===== src/rtl/rob_commit.sv =====
// 8-entry circular reorder buffer: dual in-order allocate, dual out-of-order
// complete, single in-order retire onto the register file write port.
module rob_commit #(
    parameter int DEPTH = 8,
    parameter int TW    = 3,
    parameter int DW    = 16,
    parameter int RW    = 4
) (
    input  logic          clk,
    input  logic          rst,
    input  logic          flush,
    input  logic [1:0]    alloc_valid,
    input  logic [1:0]    alloc_wen,
    input  logic [RW-1:0] alloc_rd0,
    input  logic [RW-1:0] alloc_rd1,
    output logic          alloc_ready,
    output logic [TW-1:0] alloc_tag0,
    output logic [TW-1:0] alloc_tag1,
    input  logic [1:0]    cmp_valid,
    input  logic [TW-1:0] cmp_tag0,
    input  logic [TW-1:0] cmp_tag1,
    input  logic [DW-1:0] cmp_data0,
    input  logic [DW-1:0] cmp_data1,
    output logic [RW-1:0] reg_addr,
    output logic [DW-1:0] reg_indata,
    output logic          reg_ioch,
    output logic [TW:0]   count,
    output logic          empty,
    output logic          full
);

    logic [DEPTH-1:0] busy;
    logic [DEPTH-1:0] done;
    logic [DEPTH-1:0] wen;
    logic [RW-1:0]    rd   [DEPTH];
    logic [DW-1:0]    data [DEPTH];
    logic [TW-1:0]    head;
    logic [TW-1:0]    tail;
    logic [TW-1:0]    tail_p1;

    logic             commit;
    logic             alloc0;
    logic             alloc1;
    logic [TW:0]      n_alloc;
    logic [TW:0]      count_next;
    logic [DEPTH-1:0] hit0;
    logic [DEPTH-1:0] hit1;

    // alloc_valid/alloc_ready: a request is taken only on an edge where
    // alloc_ready is high; while it is low, dispatch holds the request.
    always_comb begin
        alloc_ready = (count <= (TW+1)'(DEPTH - 2));
        tail_p1     = tail + TW'(1);
        alloc_tag0  = tail;
        alloc_tag1  = tail_p1;
        alloc0      = alloc_ready && alloc_valid[0];
        alloc1      = alloc_ready && (alloc_valid == 2'b11);
        n_alloc     = (TW+1)'(alloc0) + (TW+1)'(alloc1);
        commit      = busy[head] && done[head];
        count_next  = count + n_alloc - (TW+1)'(commit);
        empty       = (count == '0);
        full        = (count == (TW+1)'(DEPTH));
    end

    // Completions only land on entries that were busy before the edge.
    always_comb begin
        hit0 = '0;
        hit1 = '0;
        for (int i = 0; i < DEPTH; i++) begin
            hit0[i] = cmp_valid[0] && (cmp_tag0 == TW'(i)) && busy[i];
            hit1[i] = cmp_valid[1] && (cmp_tag1 == TW'(i)) && busy[i];
        end
    end

    always_ff @(posedge clk or negedge rst) begin
        if (!rst) begin
            busy       <= '0;
            done       <= '0;
            head       <= '0;
            tail       <= '0;
            count      <= '0;
            reg_addr   <= '0;
            reg_indata <= '0;
            reg_ioch   <= 1'b0;
        end else if (flush) begin
            busy     <= '0;
            done     <= '0;
            head     <= '0;
            tail     <= '0;
            count    <= '0;
            reg_ioch <= 1'b0;
        end else begin
            for (int i = 0; i < DEPTH; i++) begin
                if (hit0[i] || hit1[i]) done[i] <= 1'b1;
            end
            // Retire clear comes after completion so a late overwrite of the
            // head entry cannot resurrect it.
            if (commit) begin
                busy[head] <= 1'b0;
                done[head] <= 1'b0;
                head       <= head + TW'(1);
            end
            if (alloc0) begin
                busy[tail] <= 1'b1;
                done[tail] <= 1'b0;
            end
            if (alloc1) begin
                busy[tail_p1] <= 1'b1;
                done[tail_p1] <= 1'b0;
            end
            tail     <= tail + n_alloc[TW-1:0];
            count    <= count_next;
            reg_ioch <= commit && wen[head];
            if (commit && wen[head]) begin
                reg_addr   <= rd[head];
                reg_indata <= data[head];
            end
        end
    end

    // Payload carries no reset; it is only meaningful while busy is set.
    always_ff @(posedge clk) begin
        if (!flush) begin
            for (int i = 0; i < DEPTH; i++) begin
                if (hit1[i])      data[i] <= cmp_data1;
                else if (hit0[i]) data[i] <= cmp_data0;
            end
            if (alloc0) begin
                wen[tail] <= alloc_wen[0];
                rd[tail]  <= alloc_rd0;
            end
            if (alloc1) begin
                wen[tail_p1] <= alloc_wen[1];
                rd[tail_p1]  <= alloc_rd1;
            end
        end
    end

endmodule


===== config.mk =====
export PLATFORM = sky130hd
export DESIGN_NAME = rob_commit
export DESIGN_NICKNAME = d
export VERILOG_FILES = /design/src/rtl/rob_commit.sv
export SDC_FILE = /design/constraint.sdc
export NUM_CORES = 1
export LEC_CHECK = 0
export CAP_MARGIN = 20
export CORE_ASPECT_RATIO = 1.25
export CORE_MARGIN = 1
export CORE_UTILIZATION = 40
export DETAILED_ROUTE_END_ITERATION = 10
export HOLD_SLACK_MARGIN = 0.05
export SLEW_MARGIN = 20
export SYNTH_ARGS = -nofsm -noshare
export SYNTH_HDL_FRONTEND = slang
export SYNTH_SLANG_ARGS = --single-unit

===== constraint.sdc =====
create_clock -name clk -period 4.45 [get_ports clk]
set_clock_uncertainty 0.1 [all_clocks]
set_input_delay 0.89 -clock clk [delete_from_list [all_inputs] [get_ports clk]]
set_output_delay 0.89 -clock clk [all_outputs]
set_load 0.05 [all_outputs]

# Yosys cells after proc, flatten, opt, wreduce, memory -nomap -nowiden
# Memories as Yosys holds them, arrays and structs flattened. A register that Yosys moved wholly into a read port is not among the register bits.
# Cells that the tools add are included.
dict set report op_classes {
  n_addsub 6
  order_cmp 7
  eq_ne 16
  n_mux 120
  bitwise_logic 18
  n_reduce_logical 54
}
# cell n
set ops {}
lappend ops {{2-to-1 mux 16 bit} 8}
lappend ops {{2-to-1 mux 8 bit} 15}
lappend ops {{2-to-1 mux 1 bit} 85}
lappend ops {{logical AND 1 bit} 39}
lappend ops {{bitwise AND 8 bit} 4}
lappend ops {{== test 3 bit, second input constant} 8}
lappend ops {{inverter 8 bit} 3}
lappend ops {{bitwise mux 8 bit} 2}
lappend ops {{OR 8 bit} 2}
lappend ops {{== test 3 x 2 -> 1 bit, second input constant} 4}
lappend ops {{< comparator 3 x 4 -> 1 bit, second input constant} 3}
lappend ops {{binary-select mux 1 bit (select 3 bit)} 3}
lappend ops {{demux 1 bit (select 3 bit)} 3}
lappend ops {{>= comparator 3 x 1 -> 1 bit, second input constant} 3}
lappend ops {{2-to-1 mux 3 bit} 3}
lappend ops {{logical OR 1 bit} 8}
lappend ops {{OR 1 bit} 8}
lappend ops {{adder 3 x 1 -> 3 bit, second input constant} 2}
lappend ops {{== test 3 x 1 -> 1 bit, second input constant} 2}
lappend ops {{logical NOT 3 bit} 2}
lappend ops {{adder 4 x 2 -> 4 bit} 1}
lappend ops {{== test 4 bit, second input constant} 1}
lappend ops {{less-or-equal comparator 4 x 3 -> 1 bit, second input constant} 1}
lappend ops {{logical NOT 4 bit} 1}
lappend ops {{other kinds (9)} 10}
dict set report word_totals {
  regBits 35
  ramBits 160
  in_bits 55
  output_inout_bits 34
  word_cells 230
  mem_count 2
}
# memory words word_bits read_ports rd_ports_with_merged_regs wr line_no
set memory_table {}
lappend memory_table {data 8 16 1 1 8 36} ;# logic [DW-1:0] data [DEPTH];
lappend memory_table {rd 8 4 1 1 2 35} ;# logic [RW-1:0] rd [DEPTH];

# Logic depth before layout (Yosys ltp)
dict set report logic_depth {
  word_depth 15
  mapped_depth 17
  ltp_nobuf 15
}

# Least setup slack after synthesis
# Ideal clock, no wire load.
dict set report synth_path {
  path_type {reg-to-reg}
  startpoint {register count[3]}
  endpoint {register count[2]}
  setup_ns 0.132
  arrival_time_ns 3.294
  required_ns 4.218
  path_slack_ns 0.924
  stages_incl_launch_ff 17
  n_path_buf 2
  synth_period_minus_slack_ns 3.526
  path_cell_list {dfrtp_1 inv_1 ha_1 a21bo_2 nand3_1 buf_4 clkinv_1 buf_2 and2_1 ha_1 inv_1 ha_1 inv_1 ha_1 fa_1 xnor2_1 nor2_1}
}
dict set report synth_via {
  elab_chain_cells 6
  elab_cells_between_ends 7
  cone_classes {add/sub: 3; order compare: 1; mux: 1; reduce/logical: 2}
}
# element line_no
set synth_lines {}
lappend synth_lines {{start, declared} 27} ;# output logic [TW:0] count,
lappend synth_lines {{start signal, assigned} 112} ;# count <= count_next;
lappend synth_lines {{less-or-equal comparator 4 x 3 -> 1 bit *} 52} ;# alloc_ready = (count <= (TW+1)'(DEPTH - 2));
lappend synth_lines {{logical AND 1 bit, on equally long branches} {56, 57}}
lappend synth_lines {{adder 1 x 1 -> 2 bit *} 58} ;# n_alloc = (TW+1)'(alloc0) + (TW+1)'(alloc1);
lappend synth_lines {{adder 4 x 2 -> 4 bit *} 60} ;# count_next = count + n_alloc - (TW+1)'(commit);
lappend synth_lines {{subtractor 4 x 1 -> 4 bit *} 60}
lappend synth_lines {{2-to-1 mux 4 bit *} 85} ;# end else if (flush) begin
# Every way passes the cells marked *; elsewhere a longest branch is shown, timed or not.
# A chain may end at the register's enable or synchronous reset.

# Final worst setup path
dict set report layout_path {
  startpoint {register tail[0], in the netlist alloc_tag0[0]}
  endpoint {output alloc_tag1[2]}
}
dict set report layout_via {
  elab_chain_cells 1
}
# element line_no
set layout_lines {}
lappend layout_lines {{start, declared} 38} ;# logic [TW-1:0] tail;
lappend layout_lines {{start signal, assigned} 111} ;# tail <= tail + n_alloc[TW-1:0];
lappend layout_lines {{adder 3 x 1 -> 3 bit} 53} ;# tail_p1 = tail + TW'(1);
lappend layout_lines {{end, declared} 18} ;# output logic [TW-1:0] alloc_tag1,
# No other way between the ends.

==> results.toml <==
[die]
start_util_pct = 40.82
core_area_um2 = 28490
fp.dieW_um = 154.5
io_pins = 89
die_height_um = 192.6
dieArea_um2 = 29760
rows = 69

[setup_path]
setup.worst_path.start = "alloc_tag0[0]"
cp_cell_sequence = "ha_1 -> xnor2_1 -> inv_1 -> clkdlybuf4s50_1"
cp_top_family = "buffers and inverters"
critical_path_required_ns = 3.46
cp-end-kind = "output port"
worstReg2RegStart = "count[3]"
path_max_fanout = 13
cpMaxStageDelayCell = "clkdlybuf4s50_1"
crit_arrival_ns = 2.73
ff2ff_setup_slack_ns = 1.14
crit_path_max_incr_delay_ns = 0.75
setup.worst_path.class = "flip-flop to output port"
critPathBufInv = 2
critPathLaunchType = "flip-flop"

[routing]
via_count = 7446
drc = 0
wirelength_um = 30720
ant_nets = 0
detail_route.vias_per_cell = 5.697
drt_iter0_markers = 415
drt-pass1-iter-count = 7
wire_per_inst_um = 23.50

[place]
place_inst = 1263
dp_hpwl_um = 19450
gp_congestion = 0.8299
io_buffers = 88

[grt]
antenna_found_initial = 0
track_usage_pct = 21.13
grt_max_degree = 34
grt_pass1_vias = 7547
grt_pass1_wl_um = 46730
grt_overflow = 0

[synth]
yosys.area_share.xor_xnor_pct = 0.3012
synth_flop_cell = "edfxtp_1"
ys_types = 77
synthCells = 833
synth_top_family_by_area = "multiplexers"
synthTopCellsByArea = "edfxtp_1, mux2_2, dfrtp_1"
postSynthAreaPerCell_um2 = 13.96
ys_ff_latch = 215
synthTopCellsByCount = "mux2_2, edfxtp_1, dfrtp_1"
async_flop_share_pct = 21.86
synthAdderAreaFrac_pct = 1.635
synth_warnings = 0
synth.most_common_cell = "mux2_2"
synth_area_leader_cell = "edfxtp_1"
ys_seq_area_share_pct = 53.49
synthesis.nets = 902
synth_top_area_share_pct = 43.38
synth_compound_area_share_pct = 6.423
syn_area_um2 = 11630
yosys.area_share.simple_pct = 9.349
synthMuxAreaShare_pct = 25.21
synth_edf_count = 168

[cts]
cts_setup_buffers = 0
htreeDepth = 1
root_buffer = "clkbuf_16"
postCtsHoldBufs = 0
clock_latency_ns = 0.52
cts_buffer_depth = 3
cts_num_sinks = 215
cts-resized-gates = 0
cts_tree = "built"
clk_pin_slew_ns = 0.06
cts_made_buffers = 24

[finish]
diodes = 0
drive_gt1_share_pct = 33.19
finalNetCount = 1003
synthToLayoutAreaGrowth_pct = 17.05
nFillCells = 2567
layout.cells.non_filler = 1307
utilization_pct = 47.78

[timing]
fmax_mhz = 268.9
worstMarginPinSlew_ns = 0.8654
min_period_over_period_pct = 83.58
drv_slew = 0
max_slew_margin_pct = 42.30
rsz0062_at_grt = "no"
setup_viol = 0
hold_viol = 0
period_needed_ns = 3.719
setup_tns_ns = 0

[run]
drv_cap = 0

[min_path]
hp-class = "input port to asynchronous set/reset pin"

[power]
power_density_nw_per_um2 = 492.7
p_leak_nw = 4.669
vdd_ir_drop_max_mv = 0.2684
power_w = 0.006708

[status]
status = "finished, final reports clean"
## power by group
part | internal [W] | total (W) | leakage (nW) | switching, W
registers | 0.00235 | 0.00255 | 2.13 | 0.000198
logic | 0.000911 | 0.00222 | 2.16 | 0.00131
clock network | 0.00113 | 0.00194 | 0.372 | 0.000802
total | 0.00440 | 0.00671 | 4.67 | 0.00231
## routing by layer
metal / global-route usage (%) / share of wire [%] / vias up
li1: - / - / 3419
met1: 26.86 / 43 / 3787
met2: 38.64 / 51 / 205
met3: 2.066 / 4.4 / 35
met4: 4.989 / 1.6 / 0
met5: 0 / 0 / -
## path summary, 6_finish.rpt
kind                       cells past startpoint             end
hold / removal                                 1   reg_indata[1]
setup reg to reg                              14        count[2]
setup / recovery                               4   alloc_tag1[2]
max in group asynchronous                      2         head[2]
hold reg to reg                                1  reg_indata[12]
min in group clk                               1  reg_indata[12]
## area by class of cell
class / count / area, µm² / share of cell area (%)
Clock buffer: 34 / 648.1 / 4.761
Clock inverter: 10 / 112.6 / 0.8272
Inverter: 27 / 101.3 / 0.7445
Multi-Input combinational cell: 550 / 5001 / 36.74
Sequential cell: 215 / 6225 / 45.73
Tap cell: 355 / 444.2 / 3.263
Timing Repair Buffer: 116 / 1081 / 7.941
## state kept, by name, summed over array words and instances, names as in the netlist
name        count
done            8
busy            8
wen             8
reg_indata     16
data          128
alloc_tag0      3
rd             32
count           4
head            3
reg_ioch        1
reg_addr        4
## kinds of logic (layout without fill, tap and decap cells)
kind of cell    after synthesis  count (layout)
mux                         238             238
flops                       215             215
simple gates                189             189
compound gates              105             105
buf+inv                      68             187
fa+ha+maj                    14              14
xor+xnor                      4               4
## cells in the final DEF (no fill, tap or decap), types with 4 or more instances in the layout
cell             instances
a21oi_1                 23
a221oi_1                 6
a22oi_1                  8
a31oi_1                  4
and2_1                  10
and3_1                   4
buf_4                   28
clkbuf_1                 9
clkbuf_16               24
clkdlybuf4s50_1         86
clkinv_1                 4
clkinv_2                 4
dfrtp_1                 44
edfxtp_1               168
ha_1                    12
inv_1                   24
mux2_2                 179
mux2_4                  19
mux2i_1                 21
mux4_2                  17
nand2_1                 45
nand2b_1                 7
nand3_1                 19
nand4_1                  4
nor2_1                  36
nor2_2                   9
nor2b_1                 10
nor3_1                   8
nor4b_4                  4
o21ai_0                 21
o221ai_1                 4
o22ai_1                  7
or3_1                    5
## stage by stage
| stage | hold slack (ns) | worst slack, ns | area [µm²] |
|---|---|---|---|
| after detailed placement | 0.3947 | 0.7319 | 12850 |
| final | 0.3682 | 0.7308 | 13610 |
| after CTS | 0.3750 | 0.7319 | 13610 |
| after global placement | 0.3966 | 0.8199 | 12850 |
| after global routing | 0.4065 | 0.6292 | 13610 |
| after floorplan | 0.4016 | 0.9244 | 11630 |
(Power assumes the default switching activity.)
